--- src/rtl/dm_arb_pkg.sv ---
// Shared types for the data-memory port arbiter: requester owner, arbiter FSM state,
// read-response tag and grant-vector encodings.
package dm_arb_pkg;

    typedef enum logic {
        OWN_CORE = 1'b0,
        OWN_HOST = 1'b1
    } owner_e;

    typedef enum logic [1:0] {
        IDLE      = 2'd0,
        CORE      = 2'd1,
        HOST      = 2'd2,
        HOST_LOCK = 2'd3
    } state_e;

    typedef struct packed {
        logic   vld;
        owner_e own;
    } rd_tag_t;

    // Grant vectors are one-hot: bit 0 = core, bit 1 = host.
    localparam logic [1:0] GNT_NONE = 2'b00;
    localparam logic [1:0] GNT_CORE = 2'b01;
    localparam logic [1:0] GNT_HOST = 2'b10;

    function automatic owner_e owner_of(input logic [1:0] gnt);
        if (gnt[1]) begin
            return OWN_HOST;
        end else begin
            return OWN_CORE;
        end
    endfunction

endpackage

--- src/rtl/rr_arb2.sv ---
// Two-way round-robin picker between the core (bit 0) and host (bit 1) requesters,
// with an override for a locked host burst and for the forced yield back to the core.
module rr_arb2
    import dm_arb_pkg::*;
(
    input  logic [1:0] i_req,
    input  owner_e     i_last,
    input  logic       i_prio_host,
    input  logic       i_force_core,
    output logic [1:0] o_gnt
);

    // Forced yield beats the host lock, which beats plain round-robin.
    always_comb begin
        o_gnt = GNT_NONE;
        if (i_force_core && i_req[0]) begin
            o_gnt = GNT_CORE;
        end else if (i_prio_host && i_req[1]) begin
            o_gnt = GNT_HOST;
        end else begin
            case (i_req)
                2'b01:   o_gnt = GNT_CORE;
                2'b10:   o_gnt = GNT_HOST;
                2'b11:   o_gnt = (i_last == OWN_HOST) ? GNT_CORE : GNT_HOST;
                default: o_gnt = GNT_NONE;
            endcase
        end
    end

endmodule

--- src/rtl/dm_port_arbiter.sv ---
// Shares the single-port data memory between the core load/store port and the host
// loader port: same-cycle grant, bounded host burst lock, one-cycle read-response routing.
module dm_port_arbiter
    import dm_arb_pkg::*;
#(
    parameter int ADDR_W    = 10,
    parameter int DATA_W    = 32,
    parameter int MAX_BURST = 8
) (
    input  logic                clk,
    input  logic                rst,
    input  logic                c_req,
    input  logic                c_we,
    input  logic [DATA_W/8-1:0] c_be,
    input  logic [ADDR_W-1:0]   c_addr,
    input  logic [DATA_W-1:0]   c_wdata,
    output logic                c_gnt,
    output logic                c_rvalid,
    output logic [DATA_W-1:0]   c_rdata,
    input  logic                h_req,
    input  logic                h_we,
    input  logic [DATA_W/8-1:0] h_be,
    input  logic [ADDR_W-1:0]   h_addr,
    input  logic [DATA_W-1:0]   h_wdata,
    input  logic                h_lock,
    output logic                h_gnt,
    output logic                h_rvalid,
    output logic [DATA_W-1:0]   h_rdata,
    output logic                m_en,
    output logic [DATA_W/8-1:0] m_we,
    output logic [ADDR_W-1:0]   m_addr,
    output logic [DATA_W-1:0]   m_wdata,
    input  logic [DATA_W-1:0]   m_rdata
);

    localparam int BE_W  = DATA_W / 8;
    localparam int CNT_W = $clog2(MAX_BURST + 1);
    localparam logic [CNT_W-1:0] CNT_MAX = CNT_W'(MAX_BURST);
    localparam logic [CNT_W-1:0] CNT_ONE = CNT_W'(1);

    state_e           r_state;
    state_e           w_state_nxt;
    owner_e           r_last;
    owner_e           w_last_nxt;
    logic [CNT_W-1:0] r_burst_cnt;
    logic [CNT_W-1:0] w_burst_nxt;
    rd_tag_t          r_rd_tag;
    rd_tag_t          w_rd_tag_nxt;

    logic [1:0] w_req;
    logic [1:0] w_arb_gnt;
    logic [1:0] w_gnt;
    logic       w_lock_active;
    logic       w_force_core;
    logic       w_gnt_we;

    assign w_req         = {h_req, c_req};
    assign w_lock_active = (r_state == HOST_LOCK) && h_req && h_lock;
    assign w_force_core  = w_lock_active && (r_burst_cnt == CNT_MAX) && c_req;

    rr_arb2 u_rr_arb2 (
        .i_req        (w_req),
        .i_last       (r_last),
        .i_prio_host  (w_lock_active),
        .i_force_core (w_force_core),
        .o_gnt        (w_arb_gnt)
    );

    // Reset gates the grant so no DM access (and no write) can leave while rst is low.
    assign w_gnt    = rst ? w_arb_gnt : GNT_NONE;
    assign c_gnt    = w_gnt[0];
    assign h_gnt    = w_gnt[1];
    assign w_gnt_we = w_gnt[1] ? h_we : c_we;

    assign c_rvalid = r_rd_tag.vld && (r_rd_tag.own == OWN_CORE);
    assign h_rvalid = r_rd_tag.vld && (r_rd_tag.own == OWN_HOST);
    assign c_rdata  = rst ? m_rdata : {DATA_W{1'b0}};
    assign h_rdata  = rst ? m_rdata : {DATA_W{1'b0}};

    // DM request mux driven by whichever requester won this cycle.
    always_comb begin
        m_en    = 1'b0;
        m_we    = {BE_W{1'b0}};
        m_addr  = {ADDR_W{1'b0}};
        m_wdata = {DATA_W{1'b0}};
        case (w_gnt)
            GNT_CORE: begin
                m_en    = 1'b1;
                m_we    = c_be & {BE_W{c_we}};
                m_addr  = c_addr;
                m_wdata = c_wdata;
            end
            GNT_HOST: begin
                m_en    = 1'b1;
                m_we    = h_be & {BE_W{h_we}};
                m_addr  = h_addr;
                m_wdata = h_wdata;
            end
            default: begin
                m_en    = 1'b0;
                m_we    = {BE_W{1'b0}};
                m_addr  = {ADDR_W{1'b0}};
                m_wdata = {DATA_W{1'b0}};
            end
        endcase
    end

    // Next state follows this cycle's owner; burst count only survives consecutive locked host grants.
    always_comb begin
        w_state_nxt      = IDLE;
        w_last_nxt       = r_last;
        w_burst_nxt      = {CNT_W{1'b0}};
        w_rd_tag_nxt.vld = 1'b0;
        w_rd_tag_nxt.own = OWN_CORE;
        case (w_gnt)
            GNT_CORE: begin
                w_state_nxt = CORE;
                w_last_nxt  = OWN_CORE;
            end
            GNT_HOST: begin
                w_last_nxt = OWN_HOST;
                if (h_lock) begin
                    w_state_nxt = HOST_LOCK;
                    if (!w_lock_active) begin
                        w_burst_nxt = CNT_ONE;
                    end else if (r_burst_cnt == CNT_MAX) begin
                        w_burst_nxt = CNT_MAX;
                    end else begin
                        w_burst_nxt = r_burst_cnt + CNT_ONE;
                    end
                end else begin
                    w_state_nxt = HOST;
                end
            end
            default: begin
                w_state_nxt = IDLE;
            end
        endcase
        if ((w_gnt != GNT_NONE) && !w_gnt_we) begin
            w_rd_tag_nxt.vld = 1'b1;
            w_rd_tag_nxt.own = owner_of(w_gnt);
        end else begin
            w_rd_tag_nxt.vld = 1'b0;
            w_rd_tag_nxt.own = OWN_CORE;
        end
    end

    // State, fairness history, burst counter and read tag registers.
    always_ff @(posedge clk or negedge rst) begin
        if (!rst) begin
            r_state      <= IDLE;
            r_last       <= OWN_HOST;
            r_burst_cnt  <= {CNT_W{1'b0}};
            r_rd_tag.vld <= 1'b0;
            r_rd_tag.own <= OWN_CORE;
        end else begin
            r_state     <= w_state_nxt;
            r_last      <= w_last_nxt;
            r_burst_cnt <= w_burst_nxt;
            r_rd_tag    <= w_rd_tag_nxt;
        end
    end

endmodule

--- config.mk ---
export PLATFORM = sky130hd
export DESIGN_NAME = dm_port_arbiter
export DESIGN_NICKNAME = d
export VERILOG_FILES = /design/src/rtl/dm_arb_pkg.sv /design/src/rtl/rr_arb2.sv /design/src/rtl/dm_port_arbiter.sv
export SDC_FILE = /design/constraint.sdc
export NUM_CORES = 1
export LEC_CHECK = 0
export CAP_MARGIN = 20
export CELL_PAD_IN_SITES_DETAIL_PLACEMENT = 1
export CELL_PAD_IN_SITES_GLOBAL_PLACEMENT = 1
export CORE_UTILIZATION = 13
export CTS_BUF_LIST = sky130_fd_sc_hd__clkbuf_4
export DETAILED_ROUTE_END_ITERATION = 8
export PLACE_DENSITY_LB_ADDON = 0.1
export SLEW_MARGIN = 25
export SYNTH_ARGS = -nofsm -noshare
export SYNTH_HDL_FRONTEND = slang
export SYNTH_SLANG_ARGS = --single-unit
--- constraint.sdc ---
create_clock -name clk -period 3.3 [get_ports clk]
set_input_delay 0.33 -clock clk [delete_from_list [all_inputs] [get_ports clk]]
set_output_delay 0.33 -clock clk [all_outputs]
set_load 0.02 [all_outputs]
==> out/metrics.yaml <==
sta:
  drv_slew: 0
  rsz0062_at_grt: "no"
  clock_skew_ns: 0.00707
  setup_ws_ns: 0.209
  setup_violations: 0
  fin_crit_sh: 0.937
  slew_headroom: 0.811
  hold_ws_ns: 0.476
  tightest_slew_ns: 0.284
  timing.fmax_mhz: 324
  min_period_ns: 3.09
  setup_tns_ns: 0
  finalHoldViolCount: 0
synth:
  async_flop_share: 1.00
  avgSynthCellArea_sq_um: 8.13
  synth-edff-count: 0
  yosysWarningCount: 0
  yosysUniqueCellTypes: 29
  synth_cells: 180
  synth_top_area_cell: "a22o_1"
  yosys_most_used_dff: "dfrtp_1"
  synth-seq-cells: 9
  yosysSeqAreaShare: 0.155
  synth_top_area_frac: 0.251
  synth_fp_nets: 317
  synth_area_sq_um: 1460
  ys_top_cells_by_area: "a22o_1 25%, buf_4 16%, and2_1 15%, dfrtp_1 14%, ha_1 5.1%"
clocking:
  cts.htree.levels: 1
  clk_pin_slew_ns: 0.06
  clk_path_buf_depth: 2
  cts_buffers: 3
  cts_root_buffer: "clkbuf_4"
  clk_latency_ns: 0.26
  clock-sinks: 9
  cts_tree: "yes"
critical_path:
  crit_type: "reg -> out"
  critPathMaxStageDelay_ns: 0.40
  path_depth: 11
  start_kind: "flip-flop"
  required_ns: 2.97
  end_kind: "primary output"
  r2r_start: "r_burst_cnt[0]$_DFF_PN0_"
  cp_max_fo: 23
  r2r_end: "r_state[0]$_DFF_PN0_"
  r2r_slack_ns: 1.29
  arrival_ns: 2.76
  cp-startpoint: "r_burst_cnt[0]$_DFF_PN0_"
  cp_num_buf_inv: 5
  path_cells: "inv_1 > ha_1 > and3b_4 > o2111ai_1 > buf_4 > inv_1 > ha_1 > and2_2 > buf_12 > a22o_1 > dlygate4sd2_1"
  reg2regPathDepth: 10
  crit_end: "m_wdata[6]"
  cp_slowest_cell: "dfrtp_1"
  cp_top_family: "buffers and inverters"
placed_design:
  port_buffers: 245
  place_congestion: 0.682
  dp_slack_ns: 0.0382
  dp_hpwl_microns: 6740
pwr:
  clock_power_share: 0.119
  peakVddDrop_uv: 84.9
  leakagePower_uw: 0.00175
  power_frac_seq: 0.176
  power_density_nw_per_um2: 179
  combPwrFrac: 0.705
  finalPower_uw: 697
  switching_share: 0.349
  p_int_uw: 454
  p_sw_uw: 243
final_layout:
  syn_to_final_growth_pct: 167
  final_common_cell: "clkdlybuf4s50_1"
  layout_common_cells: "199 x clkdlybuf4s50_1, 42 x a22o_1, 42 x dlygate4sd2_1"
  layout-drive-gt1-share: 0.0606
  fillers: 1324
  final_nets: 534
  n_antenna_cell: 0
detailed_routing:
  drt-initial-drc-count: 30
  post_drt_wl_per_cell_microns: 14.3
  vias_per_cell: 4.10
  first_pass_iters: 4
  route.detailed.drc: 0
  ant_nets: 0
  drt-total-wl_microns: 7690
  vias: 2195
die:
  fp.dieW_microns: 108
  die-area_sq_um: 11700
  ios: 246
  die_h_microns: 108
  core_area_sq_um: 10900
  fp-row-count: 38
  start_util: 0.134
global_routing:
  grt_pass1_vias: 2237
  antenna_found_initial: 0
  overflow: 0
  grt_pass1_wl_microns: 11400
  grtUsageTotal: 0.122
  grt_start_max_net_pins: 43
flow_run:
  max_cap_violations: 0
status:
  status: "complete, no violations"
hold_path:
  hold_path.class: "in -> async"
## layout make-up
class	instances	area [sq um]	share of cell area
Tap cell	140	175	0.0449
Multi-Input combinational cell	121	917	0.235
Timing Repair Buffer	257	2540	0.650
Sequential cell	9	226	0.0580
Clock buffer	3	22.5	0.00577
Clock inverter	1	5.00	0.00128
Inverter	5	18.8	0.00481
## power by group through the flow
stage / clock, uW / combinational (uW) / sequential (uW)
after floorplan: 0 / 212 / 123
after global placement: 0 / 513 / 125
after detailed placement: 0 / 516 / 125
after CTS: 87.2 / 499 / 123
after global routing: 94.7 / 526 / 124
final: 82.8 / 492 / 123
## layer usage
| metal | vias up | part of all wire | track usage |
|---|---|---|---|
| met5 | - | 0 | 0 |
| met4 | 0 | 0.0077 | 0.0205 |
| met3 | 4 | 0.11 | 0.0404 |
| met2 | 133 | 0.54 | 0.239 |
| met1 | 1010 | 0.34 | 0.127 |
| li1 | 1048 | - | - |
## synthesized netlist by cell type, types with 3 or more instances
cell type,n
inv_1,5
a22o_1,42
nand3_1,10
clkbuf_1,3
ha_1,6
a21boi_0,4
buf_4,32
and2_1,35
nor2_1,4
dfrtp_1,8
buf_2,10
## logic make-up after synthesis
kind of cell / count (synthesis) / share of synthesized area
AOI/OAI and AO/OA: 51 / 0.293
xor gates and xnor gates: 1 / 0.00599
adders and majority gates: 6 / 0.0513
buffers and inverters: 50 / 0.219
DFF: 9 / 0.155
muxes: 2 / 0.0180
and+or+nand+nor: 61 / 0.257
## per-stage QoR
stage | instances | util | instance area, sq um
2_1_floorplan | 180 | - | 1460
3_3_place_gp | 532 | 0.360 | 3920
3_5_place_dp | 532 | 0.360 | 3920
4_1_cts | 536 | 0.358 | 3890
5_1_grt | 536 | 0.358 | 3900
6_report | 536 | 0.358 | 3900
## flip-flops by register name (all words and copies together) (netlist names)
register     count
r_rd_tag         2
r_last           1
r_state          2
r_burst_cnt      4
## worst reg2reg max path: cells and delay by family, from the launching register on
family | cells | cell delay (ns)
AND/OR/NAND/NOR | 2 | 0.27
AO/OA/AOI/OAI | 2 | 0.39
buffers and inverters | 4 | 0.44
adder cells (fa/ha/maj) | 2 | 0.41
flip-flops | 1 | 0.40
## repair_timing
item | 4_1_cts | 5_1_grt
pin swaps | 0 | 0
endpoints found under the hold margin | 0 | 0
buffers inserted | 0 | 0
resized for setup | 43 | 4
hold buffers | 0 | 0
endpoints found under the setup margin | 42 | 4
## how the worst min path moves through the flow
stage | endpoint | slack, ns | cells after the start | from
3_5_place_dp | r_burst_cnt[2]$_DFF_PN0_ | 0.56 | 2 | r_burst_cnt[2]$_DFF_PN0_
3_3_place_gp | r_burst_cnt[2]$_DFF_PN0_ | 0.55 | 2 | r_burst_cnt[2]$_DFF_PN0_
4_1_cts | r_burst_cnt[1]$_DFF_PN0_ | 0.48 | 2 | rst
5_1_grt | r_burst_cnt[1]$_DFF_PN0_ | 0.48 | 2 | rst
2_1_floorplan | r_burst_cnt[0]$_DFF_PN0_ | 0.03 | 0 | rst
6_report | r_burst_cnt[1]$_DFF_PN0_ | 0.48 | 2 | rst
Power figures use the tool's default switching activity.
